### src/rtl/md_joy_pkg.sv
// Shared constants and helpers for the Mega Drive virtual joystick: button
// indices, select-sequence phases and the per-phase pin encoding.
package md_joy_pkg;

    localparam int unsigned PINS_PER_PAD = 6;
    localparam int unsigned BTNS_PER_PAD = 11;

    localparam int unsigned BTN_R     = 0;
    localparam int unsigned BTN_L     = 1;
    localparam int unsigned BTN_D     = 2;
    localparam int unsigned BTN_U     = 3;
    localparam int unsigned BTN_B     = 4;
    localparam int unsigned BTN_C     = 5;
    localparam int unsigned BTN_A     = 6;
    localparam int unsigned BTN_START = 7;
    localparam int unsigned BTN_Y     = 8;
    localparam int unsigned BTN_Z     = 9;
    localparam int unsigned BTN_X     = 10;

    // Even phases are entered with select high, odd phases with select low.
    typedef enum logic [2:0] {
        PH_IDLE      = 3'd0,
        PH_FIRST_LO  = 3'd1,
        PH_SECOND_HI = 3'd2,
        PH_SECOND_LO = 3'd3,
        PH_THIRD_HI  = 3'd4,
        PH_ID_LO     = 3'd5,
        PH_EXT_HI    = 3'd6,
        PH_FINAL_LO  = 3'd7
    } phase_e;

    function automatic phase_e sel_phase(input logic sel);
        return sel ? PH_IDLE : PH_FIRST_LO;
    endfunction

    function automatic logic [PINS_PER_PAD-1:0] encode_pins(
        input phase_e                  ph,
        input logic [BTNS_PER_PAD-1:0] btn
    );
        logic [BTNS_PER_PAD-1:0] n;
        logic [PINS_PER_PAD-1:0] pins;
        n = ~btn;
        case (ph)
            PH_FIRST_LO, PH_SECOND_LO: pins = {n[BTN_START], n[BTN_A], 2'b00, n[BTN_D], n[BTN_U]};
            PH_ID_LO:                  pins = {n[BTN_START], n[BTN_A], 4'b0000};
            PH_EXT_HI:                 pins = {n[BTN_C], n[BTN_B], 1'b1, n[BTN_X], n[BTN_Y], n[BTN_Z]};
            PH_FINAL_LO:               pins = {n[BTN_START], n[BTN_A], 4'b1111};
            default:                   pins = {n[BTN_C], n[BTN_B], n[BTN_R], n[BTN_L], n[BTN_D], n[BTN_U]};
        endcase
        return pins;
    endfunction

endpackage

### src/rtl/md_joy_pad.sv
// One emulated pad: select synchroniser, select-phase FSM with idle timeout,
// and the registered active-low pin mux.
module md_joy_pad
    import md_joy_pkg::*;
#(
    parameter int unsigned TIMEOUT_CYCLES = 42000,
    parameter int unsigned SYNC_STAGES    = 2
) (
    input  logic                    clk,
    input  logic                    rst,
    input  logic [BTNS_PER_PAD-1:0] btn_i,
    input  logic                    six_en_i,
    input  logic                    pin7_i,
    output logic [PINS_PER_PAD-1:0] pins_o
);

    localparam int unsigned      CNT_W    = $clog2(TIMEOUT_CYCLES);
    localparam logic [CNT_W-1:0] IDLE_MAX = CNT_W'(TIMEOUT_CYCLES - 1);

    logic [SYNC_STAGES-1:0]  sync_q;
    logic                    sel_dly_q;
    logic                    mode_q;
    phase_e                  phase_q, phase_d;
    logic [CNT_W-1:0]        idle_q, idle_d;
    logic [PINS_PER_PAD-1:0] pins_q;

    logic sel;
    logic sel_edge;
    logic mode_chg;
    logic timed_out;

    assign sel       = sync_q[SYNC_STAGES-1];
    assign sel_edge  = sel != sel_dly_q;
    assign mode_chg  = six_en_i != mode_q;
    assign timed_out = idle_q == IDLE_MAX;

    always_comb begin
        // NOTE: every output gets a default first, so no path can infer a latch.
        phase_d = phase_q;
        idle_d  = timed_out ? idle_q : idle_q + 1'b1;

        if (mode_chg) begin
            phase_d = sel_phase(sel);
            idle_d  = '0;
        end else if (sel_edge) begin
            idle_d  = '0;
            phase_d = six_en_i ? phase_e'(phase_q + 3'd1) : sel_phase(sel);
        end else if (!six_en_i || timed_out) begin
            phase_d = sel_phase(sel);
        end
    end

    // mode_q resets to 0; a 6-button pad then sees one mode change right after
    // reset, which forces the same phase reset already gave it (sel is high).
    always_ff @(posedge clk or posedge rst) begin
        if (rst) begin
            sync_q    <= '1;
            sel_dly_q <= 1'b1;
            mode_q    <= 1'b0;
            phase_q   <= PH_IDLE;
            idle_q    <= '0;
            pins_q    <= '1;
        end else begin
            // NOTE: non-blocking assignments keep each flop sampling pre-edge values.
            sync_q    <= {sync_q[SYNC_STAGES-2:0], pin7_i};
            sel_dly_q <= sel;
            mode_q    <= six_en_i;
            phase_q   <= phase_d;
            idle_q    <= idle_d;
            pins_q    <= encode_pins(phase_d, btn_i);
        end
    end

    assign pins_o = pins_q;

endmodule

### src/rtl/md_multi_virtual_joystick.sv
// Multi-pad Mega Drive joystick emulator: NUM_PADS independent pads driven from
// virtual button vectors, each answering its own console select line.
module md_multi_virtual_joystick
    import md_joy_pkg::*;
#(
    parameter int unsigned NUM_PADS       = 2,
    parameter int unsigned TIMEOUT_CYCLES = 42000,
    parameter int unsigned SYNC_STAGES    = 2
) (
    input  logic                             clk,
    input  logic                             reset,
    input  logic [NUM_PADS*BTNS_PER_PAD-1:0] vj,
    input  logic [NUM_PADS-1:0]              six_button_en,
    input  logic [NUM_PADS-1:0]              pin_7,
    output logic [NUM_PADS*PINS_PER_PAD-1:0] data_bits
);

    for (genvar n = 0; n < NUM_PADS; n++) begin : g_pad
        md_joy_pad #(
            .TIMEOUT_CYCLES(TIMEOUT_CYCLES),
            .SYNC_STAGES   (SYNC_STAGES)
        ) u_pad (
            .clk     (clk),
            .rst     (reset),
            .btn_i   (vj[n*BTNS_PER_PAD +: BTNS_PER_PAD]),
            .six_en_i(six_button_en[n]),
            .pin7_i  (pin_7[n]),
            .pins_o  (data_bits[n*PINS_PER_PAD +: PINS_PER_PAD])
        );
    end

endmodule
### config.mk
export PLATFORM = sky130hd
export DESIGN_NAME = md_multi_virtual_joystick
export DESIGN_NICKNAME = d
export VERILOG_FILES = /design/src/rtl/md_joy_pkg.sv /design/src/rtl/md_joy_pad.sv /design/src/rtl/md_multi_virtual_joystick.sv
export SDC_FILE = /design/constraint.sdc
export NUM_CORES = 1
export LEC_CHECK = 0
export ABC_AREA = 1
export CAP_MARGIN = 30
export CORE_MARGIN = 2
export CORE_UTILIZATION = 46
export DETAILED_ROUTE_END_ITERATION = 10
export GPL_ROUTABILITY_DRIVEN = 0
export MAX_ROUTING_LAYER = met4
export PLACE_DENSITY = 0.83
export SETUP_SLACK_MARGIN = 0.15
export SLEW_MARGIN = 10
export SYNTH_ARGS = -nofsm -noshare
export SYNTH_HDL_FRONTEND = slang
export SYNTH_SLANG_ARGS = --single-unit
### constraint.sdc
create_clock -name clk -period 1.8 [get_ports clk]
set_clock_uncertainty 0.15 [all_clocks]
set_input_delay 0.36 -clock clk [delete_from_list [all_inputs] [get_ports clk]]
set_output_delay 0.36 -clock clk [all_outputs]
set_load 0.01 [all_outputs]
==> results_dict.tcl, run 1 <==
set metrics [dict create \
    status "complete, but fails checks" \
    violations "negative setup slack" \
    setup.worst_path.class "flip-flop to flip-flop" \
    first_pass_iters 6 \
    pre_cts_slack_ns -0.323 \
    cp-startpoint "g_pad[0].u_pad.idle_q[0]" \
    synthCells 351 \
    timing.hold.ws_ns 0.112 \
    timing.max_slew.rel_slack 0.790 \
    die_w_um 83.3 \
    reg2reg_slack_ns -0.18 \
    drc_errors 0 \
    endpoint_kind "flip-flop" \
    muxShareOfSynthArea 0 \
    globalRouteOverflowTotal 0 \
    utilization 0.734 \
    max_cap_viol_count 0 \
    synth_compound_area_frac 0.108 \
    cp_cell_sequence "ha_4 -> nand3_2 -> nor2_2 -> nand2_2 -> nand3_2 -> nand2_1 -> nand2_2 -> buf_4 -> nand2_2 -> nand2_2 -> nand2_1 -> nand2_1" \
    synthXorXnorAreaFrac 0.0294 \
    crit_arrival_ns 2.11 \
    die-area_um2 6940 \
    drive_gt1_frac 0.425 \
    clockBufferDepth 2 \
    antenna_found_initial 0 \
    p_leak_nw 2.08 \
    synth_fa_ha_area_frac 0.0173 \
    rsz0062_at_grt "yes" \
    crit_end "g_pad[0].u_pad.pins_o[0]" \
    fin_crit_sh 1.10 \
    fp-row-count 28 \
    clk_latency_ns 0.34 \
    ys_types 38 \
    min_period_ns 1.98 \
    via_count 2953 \
    drt-initial-drc-count 259 \
    routedWlPerCell_um 17.5 \
    r2r_end "g_pad[0].u_pad.pins_o[0]" \
    coreArea_um2 5990 \
    io_pins 40 \
    crit_top_cell "nand2_2" \
    cts.sinks 58 \
    cp_slowest_cell "dfrtp_1" \
    finalSetupTns_ns -1.32 \
    synth-async-reset-ratio 1.00 \
    portBuffers 39 \
    layout.nets 488 \
    cts_max_level 3 \
    setup_viol 13 \
    grt_max_degree 30 \
    p_per_area_nw_per_um2 755 \
    worst-path-max-fanout 5 \
    worst_pin_slew_ns 0.315 \
    ys_seq_area_frac 0.509 \
    ys_warn_count 0 \
    antenna_cells 0 \
    synth_area_um2 2900 \
    grt_pass1_wl_um 11700 \
    ys.flop_type "dfrtp_1" \
    area_growth_pct 51.9 \
    fin_ws_ns -0.179 \
    clock-root-buffer "clkbuf_8" \
    drv_slew 0 \
    synth_edf_count 0 \
    cts_tree "built" \
    fp.dieH_um 83.3 \
    initial_utilization 0.483 \
    post_synth_and_or_nand_nor_area_fraction 0.270 \
    grt_pass1_vias 2660 \
    grt_usage 0.212 \
    final_antenna_net_count 0 \
    postCtsHoldBufs 0 \
    clk_pin_slew_worst_paths_ns 0.07 \
    synth_top_family_by_area "simple AND/OR/NAND/NOR gates" \
    hpwl_um 4420 \
    critPathLaunchType "flip-flop" \
    ys_seq_elements 58 \
    worstPathRequired_ns 1.93 \
    syn-num-nets 383 \
    slowest_delay_ns 0.44 \
    hold_class "input port to flip-flop" \
    ir_drop_v 0.000685 \
    hold_violations 0 \
    clock.fmax_ghz 0.505 \
    routed_wl_um 9360 \
    p_total_mw 3.32 \
    rr_worst_depth 12 \
    avgSynthCellArea_um2 8.25 \
    cts_buffers 9 \
    viasPerCell 5.51 \
    r2r_start "g_pad[0].u_pad.idle_q[0]" \
]
[synth_stat cells (all sizes together) (3+ instances only)]
| cell | n | share of area |
|---|---|---|
| or2 | 5 | 0.011 |
| dfstp | 18 | 0.16 |
| dfrtp | 40 | 0.35 |
| nand3 | 15 | 0.026 |
| a21oi | 17 | 0.032 |
| nand2 | 92 | 0.12 |
| nor2 | 58 | 0.092 |
| a211oi | 3 | 0.0078 |
| ha | 4 | 0.017 |
| xnor2 | 3 | 0.012 |
| inv | 45 | 0.059 |
| nor3 | 8 | 0.016 |
| xor2 | 5 | 0.018 |
| o21ai | 24 | 0.043 |
[state kept, by name, summed over array words and instances, names as in the netlist]
register               cells
g_pad.u_pad.idle_q        32
g_pad.u_pad.mode_q         2
g_pad.u_pad.phase_q        6
g_pad.u_pad.pins_o        12
g_pad.u_pad.sel_dly_q      2
g_pad.u_pad.sync_q         4
[worst min-delay path by stage]
| stage | startpoint | end | slack [ns] | cells past startpoint |
|---|---|---|---|---|
| global placement | g_pad[1].u_pad.sync_q[0] | g_pad[1].u_pad.sync_q[1] | 0.20 | 0 |
| detailed placement | g_pad[0].u_pad.sync_q[0] | g_pad[0].u_pad.sync_q[1] | 0.20 | 0 |
| finish | six_button_en[0] | g_pad[0].u_pad.mode_q | 0.11 | 1 |
| floorplan | g_pad[0].u_pad.sync_q[0] | g_pad[0].u_pad.sync_q[1] | 0.20 | 0 |
| CTS | reset | g_pad[0].u_pad.mode_q | 0.19 | 2 |
| global route | six_button_en[0] | g_pad[0].u_pad.mode_q | 0.11 | 1 |
[critical path: cells and delay by family, from the launching register on]
kind                     cells  cell delay (ns)
AND/OR/NAND/NOR             10             1.01
adder cells (fa/ha/maj)      1             0.18
buffers and inverters        1             0.13
flip-flops                   1             0.44
[where the power goes]
| part | internal [mW] | switching (mW) | total (mW) |
|---|---|---|---|
| Combinational | 0.257 | 0.312 | 0.569 |
| Clock | 0.793 | 0.522 | 1.32 |
| Sequential | 1.39 | 0.0428 | 1.44 |
[repair_timing]
action                     in CTS  in global routing
gates resized for setup        50                 95
setup endpoints to repair      41                 49
pin swaps                      13                 35
hold endpoints to repair        0                  0
setup buffers                   9                 20
[per-stage QoR]
stage / cell area, um2 / std cells
after global placement: 3620 / 491
after global routing: 4400 / 536
after floorplan: 2910 / 351
after detailed placement: 3620 / 491
final: 4400 / 536
after CTS: 3980 / 516
[cells in the final DEF (no fill, tap or decap), types with 10 or more instances in the layout]
master / n
nand2_1: 65
buf_4: 47
dfrtp_1: 39
nor2_1: 37
inv_1: 30
clkdlybuf4s50_1: 25
nand2_2: 20
dfstp_2: 18
clkbuf_8: 13
nor2_4: 11
inv_2: 10
nor2_2: 10
o21ai_1: 10
[final cells by class]
| class | instances | area, um2 |
|---|---|---|
| timing repair buffer | 96 | 868 |
| multi-input combinational | 244 | 1550 |
| inverter | 47 | 194 |
| clock inverter | 1 | 30.0 |
| tap | 75 | 93.8 |
| fill | 333 | 1590 |
| sequential | 58 | 1480 |
| clock buffer | 15 | 186 |
[routing by layer]
layer | vias to the layer above | routed length [um] | GRT usage
met2 | 154 | 4790 | 0.362
li1 | 1322 | - | -
met5 | - | 0 | -
met1 | 1436 | 3590 | 0.241
met3 | 41 | 583 | 0.0398
met4 | 0 | 408 | 0.101
[cells by family after synthesis]
family	count (synthesis)
AO/OA/AOI/OAI	53
buffers and inverters	49
AND/OR/NAND/NOR	179
flip-flops	58
adder cells (fa/ha/maj)	4
XOR/XNOR	8
Note: power is estimated with default switching activity, not from simulation.
==> run 2, diff against run 1 <==
--- a/config.mk
+++ b/config.mk
@@ -6,7 +6,6 @@
 export NUM_CORES = 1
 export LEC_CHECK = 0
 export ABC_AREA = 1
-export CAP_MARGIN = 30
 export CORE_MARGIN = 2
 export CORE_UTILIZATION = 46
 export DETAILED_ROUTE_END_ITERATION = 10
==> results of run 2 <==
The final DEF is identical to that of run 1; final timing and power are the same.
==> run 3, diff against run 2 <==
--- a/config.mk
+++ b/config.mk
@@ -11,9 +11,10 @@
 export DETAILED_ROUTE_END_ITERATION = 10
 export GPL_ROUTABILITY_DRIVEN = 0
 export MAX_ROUTING_LAYER = met4
-export PLACE_DENSITY = 0.83
+export PLACE_DENSITY = 0.82
 export SETUP_SLACK_MARGIN = 0.15
 export SLEW_MARGIN = 10
 export SYNTH_ARGS = -nofsm -noshare
 export SYNTH_HDL_FRONTEND = slang
+export SYNTH_HIERARCHICAL = 1
 export SYNTH_SLANG_ARGS = --single-unit
==> run 3 against run 2 <==
Effect of this change: the flow still finishes with violations (negative setup slack); register-to-register slack better by 0.11 ns; worst setup slack better by 0.11 ns; hold slack improved by 0.086 ns; critical endpoint is now g_pad[0].u_pad/idle_q[7].
==> results_dict.tcl, run 3 <==
set metrics [dict create \
    status "complete, but fails checks" \
    violations "negative setup slack" \
    cp-startpoint "g_pad[0].u_pad/idle_q[0]" \
    cp_cell_sequence "buf_4 -> buf_6 -> nand3_4 -> nor3_4 -> buf_4 -> buf_4 -> nand2_1 -> o21bai_1 -> nand2_1 -> nor2_1" \
    critPathLaunchType "flip-flop" \
    multi_input_area_um2 1710 \
    ys_types 34 \
    setup_viol 2 \
    cts_tree "built" \
    drc_errors 0 \
    r2r_start "g_pad[0].u_pad/idle_q[0]" \
    ys.flop_type "dfrtp_1" \
    synth_common_cells "inv_1, nand2_1, nor2_1" \
    regArea_um2 1480 \
    clk_pin_slew_worst_paths_ns 0.07 \
    die_w_um 86.7 \
    fillers 457 \
    synth_compound_area_frac 0.118 \
    cp_slowest_cell "dfrtp_1" \
    fin_crit_sh 1.04 \
    worstPathRequired_ns 1.93 \
    ys_seq_elements 58 \
    ys_warn_count 6 \
    die-area_um2 7520 \
    p_leak_nw 2.16 \
    antenna_found_initial 0 \
    synth_area_leader_cell "dfrtp_1" \
    fin_cells 546 \
    muxShareOfSynthArea 0 \
    timing.max_slew.rel_slack 0.751 \
    clock-root-buffer "clkbuf_8" \
    postCtsHoldBufs 0 \
    hold_class "flip-flop to flip-flop" \
    p_total_mw 3.45 \
    synth_top_family_by_area "simple AND/OR/NAND/NOR gates" \
    initial_utilization 0.468 \
    routed_wl_um 8540 \
    coreArea_um2 6720 \
    first_pass_iters 4 \
    drv_slew 0 \
    viasPerCell 5.26 \
    cts_max_level 3 \
    layout_common_cells "inv_1, buf_4, nand2_1" \
    fin_ws_ns -0.0649 \
    ys_seq_area_frac 0.469 \
    post_synth_and_or_nand_nor_area_fraction 0.281 \
    layout.nets 493 \
    syn-num-nets 388 \
    dp_cells 495 \
    synth_fa_ha_area_frac 0.0159 \
    hpwl_um 4560 \
    slowest_delay_ns 0.41 \
    hold_start "g_pad[1].u_pad/sync_q[0]" \
    synthXorXnorAreaFrac 0.0390 \
    grt_max_degree 30 \
    grt_pass1_wl_um 12000 \
    cts.sinks 58 \
    p_per_area_nw_per_um2 750 \
    synth_edf_count 0 \
    pre_cts_slack_ns -0.274 \
    cts_buffers 9 \
    synth_area_um2 3150 \
    fp-row-count 30 \
    worst-path-max-fanout 2 \
    min_period_ns 1.86 \
    globalRouteOverflowTotal 0 \
    timing.hold.ws_ns 0.198 \
    largest-register "g_pad.u_pad/idle_q" \
    hold_violations 0 \
    clockBufferDepth 2 \
    rsz0062_at_grt "yes" \
    clk_latency_ns 0.34 \
    drive_gt1_frac 0.418 \
    worst_pin_slew_ns 0.374 \
    drt-initial-drc-count 154 \
    antenna_cells 0 \
    clock.fmax_ghz 0.536 \
    routedWlPerCell_um 15.6 \
    setup.worst_path.class "flip-flop to flip-flop" \
    area_growth_pct 46.2 \
    synth-async-reset-ratio 1.00 \
    endpoint_kind "flip-flop" \
    grt_pass1_vias 2721 \
    ir_drop_v 0.000603 \
    largest_register_ffs 32 \
    yosysTopAreaCellShare 0.318 \
    netlist_top_cells_area "dfrtp_1, dfstp_2, inv_1" \
    crit_arrival_ns 1.99 \
    portBuffers 39 \
    io_pins 40 \
    fp.dieH_um 86.7 \
    final_antenna_net_count 0 \
    avgSynthCellArea_um2 8.84 \
    crit_top_cell "buf_4" \
    synthCells 356 \
    via_count 2874 \
    max_cap_viol_count 0 \
    grt_usage 0.209 \
]
run 3: changes by cell type in the layout (fill, tap and decap cells not counted), sizes merged, moves of 7 or more:
cell,before,now
a21oi,17,26
clkbuf,17,10
inv,44,58
nand2,92,64
nand3,15,24
nand4,1,8
run 3: area by class of cell:
| cell class | instances | share of cell area |
|---|---|---|
| clock buffers | 10 | 0.0299 |
| clock inverters | 6 | 0.0174 |
| inverters | 58 | 0.0490 |
| multi-input cells | 238 | 0.372 |
| flip-flops and latches | 58 | 0.322 |
| well taps | 80 | 0.0218 |
| repair buffers | 96 | 0.189 |
run 3: metal layers:
layer / share of wire / vias up / GRT usage
met5: 0 / - / -
met4: 0.041 / 0 / 0.0668
met3: 0.041 / 40 / 0.0590
met2: 0.56 / 95 / 0.364
met1: 0.36 / 1377 / 0.232
li1: - / 1362 / -
run 3: report_power, final:
part / total, mW / internal, mW / leakage [nW] / switching [mW]
clock: 1.33 / 0.807 / 0.116 / 0.527
combinational: 0.660 / 0.313 / 1.32 / 0.348
sequential: 1.45 / 1.41 / 0.728 / 0.0466
total: 3.45 / 2.53 / 2.16 / 0.921
run 3: critical path: cells and delay by family, from the launching register on:
kind | cells | cell delay [ns]
buffers and inverters | 4 | 0.50
AND/OR/NAND/NOR | 5 | 0.55
flip-flops | 1 | 0.41
AO/OA/AOI/OAI | 1 | 0.18
run 3: path summary, 6_finish.rpt:
kind	end	slack, ns	depth (start not counted)
worst max-delay path	g_pad[0].u_pad/idle_q[7]	-0.06	10
worst min-delay path	g_pad[1].u_pad/sync_q[1]	0.20	0
worst max register to register	g_pad[0].u_pad/idle_q[7]	-0.06	10
worst min register to register	g_pad[1].u_pad/sync_q[1]	0.20	0
max in group asynchronous	g_pad[1].u_pad/sync_q[0]	0.86	3
min in group asynchronous	g_pad[0].u_pad/idle_q[12]	0.29	3
run 3: cell families (layout without fill, tap and decap cells):
family,Yosys count,after routing
AOI/OAI and AO/OA,62,62
xor gates and xnor gates,8,8
adders and majority gates,4,4
buffers and inverters,60,170
DFF,58,58
and+or+nand+nor,164,164
run 3: what timing repair did:
| action | 4_1_cts | 5_1_grt |
|---|---|---|
| gates resized for setup | 49 | 53 |
| pin swaps | 19 | 21 |
| buffers inserted | 22 | 13 |
| setup endpoints to repair | 36 | 47 |
| gates cloned | 0 | 0 |
run 3: through the flow:
stage | instance area, um2 | util | setup TNS, ns
after floorplan | 3150 | - | 0
after global placement | 3790 | 0.564 | -5.05
after detailed placement | 3790 | 0.564 | -6.22
after CTS | 4340 | 0.646 | 0
after global routing | 4600 | 0.684 | -0.583
final | 4600 | 0.684 | -0.0663
